File: src/rtl/pipeline_pkg.sv
// pipeline_pkg
// Shared definitions for the 5-stage pipeline hazard controller:
//   - bit positions inside the 10-bit control word carried down the pipe
//   - next-PC source encodings driven on pc_sel
//   - state encoding of the data-memory wait FSM
package pipeline_pkg;

  // Control-word bit positions
  localparam int CTL_JUMP     = 9;
  localparam int CTL_REGDST   = 8;
  localparam int CTL_ALUSRC   = 7;
  localparam int CTL_MEMTOREG = 6;
  localparam int CTL_REGWRITE = 5;
  localparam int CTL_MEMREAD  = 4;
  localparam int CTL_MEMWRITE = 3;
  localparam int CTL_BRANCH   = 2;
  localparam int CTL_ALUOP_HI = 1;
  localparam int CTL_ALUOP_LO = 0;

  // Next-PC source select
  localparam logic [1:0] PCSEL_SEQ = 2'b00;
  localparam logic [1:0] PCSEL_BR  = 2'b01;
  localparam logic [1:0] PCSEL_JMP = 2'b10;

  // Data-memory wait FSM
  typedef enum logic {
    RUN      = 1'b0,
    MEM_WAIT = 1'b1
  } state_t;

endpackage

File: src/rtl/sat_counter.sv
// sat_counter
// Event counter that sticks at all-ones instead of wrapping.
// Ports:
//   clk    rising-edge clock
//   reset  asynchronous active-low reset, clears count
//   inc    count one event this cycle
//   count  current count (W bits)
module sat_counter #(
  parameter int W = 16
) (
  input  logic         clk,
  input  logic         reset,
  input  logic         inc,
  output logic [W-1:0] count
);

  // Increment on each event until all-ones, then hold
  always_ff @(posedge clk or negedge reset) begin
    if (!reset) begin
      count <= '0;
    end else if (inc && (count != '1)) begin
      count <= count + 1'b1;
    end
  end

endmodule

File: src/rtl/pipeline_ctrl.sv
// pipeline_ctrl
// Hazard and sequencing controller for the 5-stage pipeline. Every cycle it
// decides whether each pipeline register advances, holds or takes a bubble,
// covering data-memory wait freezes (with timeout), taken branches, jumps
// and load-use stalls.
// Ports:
//   clk, reset            clock / asynchronous active-low reset
//   id_ctrl, id_rs, id_rt control word and source registers in ID
//   ex_ctrl, ex_rt        control word and rt (load destination) in ID/EX
//   mem_ctrl, mem_zero    control word and latched zero flag in EX/MEM
//   dmem_ready            data memory finished the current access
//   pc_we .. exmem_we     pipeline register write-enables
//   pc_sel                next-PC source (seq / branch / jump)
//   ifid_flush, idex_bubble, exmem_bubble, memwb_bubble  zero-load strobes
//   mem_err               sticky memory-timeout flag
//   stall_cnt, flush_cnt  saturating performance counters
module pipeline_ctrl #(
  parameter int MEM_TIMEOUT = 15,
  parameter int COUNT_W     = 16
) (
  input  logic               clk,
  input  logic               reset,
  input  logic [9:0]         id_ctrl,
  input  logic [4:0]         id_rs,
  input  logic [4:0]         id_rt,
  input  logic [9:0]         ex_ctrl,
  input  logic [4:0]         ex_rt,
  input  logic [9:0]         mem_ctrl,
  input  logic               mem_zero,
  input  logic               dmem_ready,
  output logic               pc_we,
  output logic               ifid_we,
  output logic               idex_we,
  output logic               exmem_we,
  output logic [1:0]         pc_sel,
  output logic               ifid_flush,
  output logic               idex_bubble,
  output logic               exmem_bubble,
  output logic               memwb_bubble,
  output logic               mem_err,
  output logic [COUNT_W-1:0] stall_cnt,
  output logic [COUNT_W-1:0] flush_cnt
);

  import pipeline_pkg::*;

  localparam int                WAIT_W    = $clog2(MEM_TIMEOUT + 1);
  localparam logic [WAIT_W-1:0] TIMEOUT_V = WAIT_W'(MEM_TIMEOUT);

  state_t            state, state_nxt;
  logic [WAIT_W-1:0] wait_cnt, wait_nxt;
  logic              err_nxt;

  logic mem_access, freeze, br_taken, jump, uses_rt, load_use, at_timeout;
  logic stall_ev, flush_ev;
  logic unused_ctl;

  // Hazard event terms. Freeze drops once the wait hits the timeout so the
  // abandoned access lets the pipeline move again.
  assign at_timeout = (wait_cnt == TIMEOUT_V);
  assign mem_access = mem_ctrl[CTL_MEMREAD] | mem_ctrl[CTL_MEMWRITE];
  assign freeze     = mem_access & ~dmem_ready & ~at_timeout;
  assign br_taken   = mem_ctrl[CTL_BRANCH] & mem_zero;
  assign jump       = id_ctrl[CTL_JUMP];
  assign uses_rt    = id_ctrl[CTL_REGDST] | id_ctrl[CTL_MEMWRITE] | id_ctrl[CTL_BRANCH];
  // A jump reads no registers, so it never waits on a load
  assign load_use   = ex_ctrl[CTL_MEMREAD] & (ex_rt != 5'd0) & ~id_ctrl[CTL_JUMP] &
                      ((ex_rt == id_rs) | (uses_rt & (ex_rt == id_rt)));

  // Control bits that steer datapath muxes but play no part in hazards
  assign unused_ctl = ^{id_ctrl[CTL_ALUSRC], id_ctrl[CTL_MEMTOREG], id_ctrl[CTL_REGWRITE],
                        id_ctrl[CTL_MEMREAD], id_ctrl[CTL_ALUOP_HI:CTL_ALUOP_LO],
                        ex_ctrl, mem_ctrl};

  // State register: FSM state, wait counter and sticky timeout flag
  always_ff @(posedge clk or negedge reset) begin
    if (!reset) begin
      state    <= RUN;
      wait_cnt <= '0;
      mem_err  <= 1'b0;
    end else begin
      state    <= state_nxt;
      wait_cnt <= wait_nxt;
      mem_err  <= err_nxt;
    end
  end

  // Next-state logic for the memory-wait FSM. The wait counter already
  // reads 1 in the first MEM_WAIT cycle, so a timeout of N gives N frozen
  // cycles in total.
  always_comb begin
    state_nxt = state;
    wait_nxt  = wait_cnt;
    err_nxt   = mem_err;
    case (state)
      RUN: begin
        if (freeze) begin
          state_nxt = MEM_WAIT;
          wait_nxt  = WAIT_W'(1);
        end
      end
      MEM_WAIT: begin
        if (dmem_ready) begin
          state_nxt = RUN;
          wait_nxt  = '0;
        end else if (at_timeout) begin
          state_nxt = RUN;
          wait_nxt  = '0;
          err_nxt   = 1'b1;
        end else begin
          wait_nxt = wait_cnt + 1'b1;
        end
      end
      default: begin
        state_nxt = RUN;
        wait_nxt  = '0;
      end
    endcase
  end

  // Pipeline steering, first match wins: reset, freeze, taken branch,
  // jump, load-use. A masked jump or load-use simply shows up again next
  // cycle because the instruction is still sitting in ID.
  always_comb begin
    pc_we        = 1'b1;
    ifid_we      = 1'b1;
    idex_we      = 1'b1;
    exmem_we     = 1'b1;
    pc_sel       = PCSEL_SEQ;
    ifid_flush   = 1'b0;
    idex_bubble  = 1'b0;
    exmem_bubble = 1'b0;
    memwb_bubble = 1'b0;
    if (!reset) begin
      pc_we        = 1'b0;
      ifid_we      = 1'b0;
      idex_we      = 1'b0;
      exmem_we     = 1'b0;
      ifid_flush   = 1'b1;
      idex_bubble  = 1'b1;
      exmem_bubble = 1'b1;
      memwb_bubble = 1'b1;
    end else if (freeze) begin
      pc_we        = 1'b0;
      ifid_we      = 1'b0;
      idex_we      = 1'b0;
      exmem_we     = 1'b0;
      memwb_bubble = 1'b1;
    end else if (br_taken) begin
      pc_sel       = PCSEL_BR;
      ifid_flush   = 1'b1;
      idex_bubble  = 1'b1;
      exmem_bubble = 1'b1;
    end else if (jump) begin
      pc_sel     = PCSEL_JMP;
      ifid_flush = 1'b1;
    end else if (load_use) begin
      pc_we       = 1'b0;
      ifid_we     = 1'b0;
      idex_bubble = 1'b1;
    end
  end

  // Performance counters; flushes only count when the pipe actually moves
  assign stall_ev = freeze | load_use;
  assign flush_ev = (br_taken | jump) & ~freeze;

  sat_counter #(.W(COUNT_W)) u_stall_cnt (
    .clk   (clk),
    .reset (reset),
    .inc   (stall_ev),
    .count (stall_cnt)
  );

  sat_counter #(.W(COUNT_W)) u_flush_cnt (
    .clk   (clk),
    .reset (reset),
    .inc   (flush_ev),
    .count (flush_cnt)
  );

endmodule

File: config.mk
export PLATFORM = sky130hd
export DESIGN_NAME = pipeline_ctrl
export DESIGN_NICKNAME = d
export VERILOG_FILES = /design/src/rtl/pipeline_pkg.sv /design/src/rtl/sat_counter.sv /design/src/rtl/pipeline_ctrl.sv
export SDC_FILE = /design/constraint.sdc
export NUM_CORES = 1
export LEC_CHECK = 0
export ABC_AREA = 1
export BUFFER_PORTS_ARGS = -buffer_cell sky130_fd_sc_hd__buf_2
export CAP_MARGIN = 40
export CORE_MARGIN = 2
export CORE_UTILIZATION = 40
export CTS_BUF_LIST = sky130_fd_sc_hd__clkbuf_4 sky130_fd_sc_hd__clkbuf_8 sky130_fd_sc_hd__clkbuf_16
export DETAILED_ROUTE_END_ITERATION = 10
export PLACE_DENSITY_LB_ADDON = 0.2
export SYNTH_ARGS = -nofsm -noshare
export SYNTH_HDL_FRONTEND = slang
export SYNTH_SLANG_ARGS = --single-unit
File: constraint.sdc
create_clock -name clk -period 3.11 [get_ports clk]
set_clock_uncertainty 0.2 [all_clocks]
set_input_delay 0.622 -clock clk [delete_from_list [all_inputs] [get_ports clk]]
set_output_delay 0.622 -clock clk [all_outputs]
set_load 0.01 [all_outputs]
==> key figures <==
Outcome
  • Outcome: finished clean

CTS
  • CTS max path bufs: 2
  • CTS Sinks: 38
  • Clock latency on the worst-skew pair: 0.29 ns
  • Cts hold-fix bufs: 0
  • CTS Root Cell: clkbuf_8
  • Worst-path clk slew: 0.07 ns
  • CTS tree: done
  • Post CTS Setup Buffer Count: 0
  • Num CTS Buffers: 5
  • H-tree levels: 2
  • Cts repair resizes: 0

Setup path
  • CP Class: reg -> out
  • Worst R2R Path Depth: 8
  • R2R setup slack: 0.92 ns
  • Critical-path maximum fanout: 7
  • Reg2Reg Capture Point: u_stall_cnt.count[4]
  • CP startpoint kind: flip-flop
  • Reg2reg start: u_stall_cnt.count[0]
  • CP Capture Type: primary output
  • Worst EP required: 2.29 ns
  • CP arrival: 1.77 ns

Logic synthesis
  • Most used DFF post-synth: dfrtp_1
  • Top post-synthesis cells by area: dfrtp_1 38%, nand2_1 17%, nand3_1 7.7%
  • Syn Nets: 398
  • Cell count after synthesis: 346
  • Synth cell count leaders: 115 x nand2_1, 39 x inv_1, 38 x dfrtp_1, 38 x nand3_1, 33 x nor2_1
  • Mapped cell area: 2480 um2
  • Xor and xnor area share after synthesis: 0.0813
  • Largest family of logic cells by synthesized area: simple AND/OR/NAND/NOR gates
  • Area share of the largest cell type after synthesis: 0.384
  • Synth warn: 0
  • Synth Area in Adders: 0.0152
  • Most used standard cell by instance count after synthesis: nand2_1
  • Compound-gate portion of the synthesized area: 0.0551
  • Register bit count reported by yosys: 38
  • Ys async rst share: 1.00
  • Syn_area_per_cell: 7.16 um2
  • Synth area leader: dfrtp_1
  • Number of synthesized flops with an enable pin: 0
  • Register area share after synthesis: 0.384
  • Netlist cell types: 31
  • Multiplexer share of the synthesized area: 0
  • Simple-gate portion of the synthesized area: 0.381

Placed design
  • Port bufs: 69
  • Placed insts: 484
  • Placed inst area: 2870 um2
  • Post-DP HPWL: 4.09 mm
  • Routability cong.: 0.851

STA
  • Tmin final: 2.60 ns
  • Max-slew violations: 0
  • Rel. slew slack: 0.656
  • Final Hold Viols: 0
  • Fmax: 385 MHz
  • Period utilisation layout: 0.835
  • Final setup fails: 0
  • Min Hold Slack: 0.225 ns
  • RSZ-0062 raised after global routing: no
  • Total negative slack: 0 ns
  • Worst-margin pin slew: 0.516 ns

Layout
  • Post-Layout Inst Area: 2950 um2
  • Share of layout cells above drive strength 1: 0.222
  • Area growth syn-to-layout: 19.2%
  • Final core occ: 0.496
  • Fillers: 613
  • Multi-input gate area: 1320 um2
  • Register area: 951 um2
  • # diodes: 0
  • Fin nets: 468
  • Post-route non-filler standard cell count: 490

Hold path
  • Hold WC Path Type: in -> async

Floorplanning
  • Core ar.: 5960 um2
  • Ports: 92
  • Initial Utilization: 0.416
  • Die W: 82.7 um
  • Die ar.: 6840 um2
  • Die Ht: 82.7 um
  • # rows: 28

Global routing
  • Initial antenna violation count: 0
  • Number of global-route vias before repair: 2086
  • Largest net degree at the start of global routing: 40
  • First-pass GRT wire length: 8.94 mm
  • Gr ovfl total: 0
  • Gr usage total: 0.169

Detailed routing
  • Via count: 2337
  • DRC Markers: 0
  • First drt pass iteration count: 4
  • Avg Vias per Cell: 4.77
  • Wire per inst: 11.2 um
  • WL final: 5.49 mm
  • Post-route ant nets: 0
  • 1st-iter DRT viols: 136

Power and ir drop
  • Max VDD drop: 0.000311 V
  • Leak: 0.00159 uW
  • Pwr Density: 483 nW/um2

Run
  • MaxCap Viol Count: 0
-- stage by stage --
stage / setup WS [ns] / total power (uW)
after CTS: 0.463 / 1450
after global routing: 0.262 / 1540
final: 0.513 / 1420
after global placement: 0.678 / 1090
after detailed placement: 0.673 / 1100
after floorplan: 0.517 / 940
-- area by class of cell --
class / instances / area share
inverter: 41 / 0.0521
sequential: 38 / 0.322
timing repair buffer: 70 / 0.119
multi-input combinational: 260 / 0.447
clock buffer: 6 / 0.0280
tap: 75 / 0.0318
-- cell usage in the layout, fill, tap and decap left out, types with 2 or more instances in the layout --
cell,instances
a21oi_1,3
a21oi_4,2
buf_2,69
clkbuf_8,6
dfrtp_1,38
ha_1,3
inv_1,39
inv_2,2
nand2_1,115
nand2_2,4
nand3_1,38
nand3_2,3
nand3b_1,3
nand4_1,5
nor2_1,33
nor3_1,6
o21ai_0,11
o21ai_1,2
xnor2_1,13
xor2_1,10
-- worst max path at each step --
stage                     endpoint        start  cells after the start
after global routing         pc_we  wait_cnt[0]                      8
after floorplan              pc_we  mem_ctrl[3]                      8
final                      ifid_we  wait_cnt[0]                      8
after CTS                  ifid_we  wait_cnt[0]                      8
after global placement     ifid_we  mem_ctrl[3]                      9
after detailed placement   ifid_we  mem_ctrl[3]                      9
-- logic make-up (layout without fill, tap and decap cells) --
| logic type | Yosys count | in the layout |
|---|---|---|
| XOR/XNOR | 23 | 23 |
| adder cells (fa/ha/maj) | 3 | 3 |
| AO/OA/AOI/OAI | 21 | 21 |
| AND/OR/NAND/NOR | 213 | 213 |
| flip-flops | 38 | 38 |
| buffers and inverters | 48 | 117 |
-- flip-flops by register name (all words and copies together) (netlist names) --
signal,cells
state,1
u_flush_cnt.count,16
u_stall_cnt.count,16
wait_cnt,4
mem_err,1
-- where the power goes --
group	total, uW	switching [uW]	internal [uW]
sequential	680	106	574
clock	337	166	171
combinational	407	242	166
-- layer usage --
metal / up-vias / wire length (um) / track usage
met5: - / 0 / 0
met4: 0 / 59 / 0.0541
met3: 5 / 375 / 0.0380
met2: 56 / 2410 / 0.278
met1: 1054 / 2650 / 0.221
li1: 1222 / - / -
-- critical path: stages, from the launching register on --
cell     delay (ns)
dfrtp_1        0.40
ha_1           0.22
nand3_2        0.12
nand2_4        0.13
inv_2          0.07
nor2_1         0.13
inv_1          0.08
a31oi_1        0.18
buf_2          0.16
No activity file was read; power rests on OpenSTA's default activity.
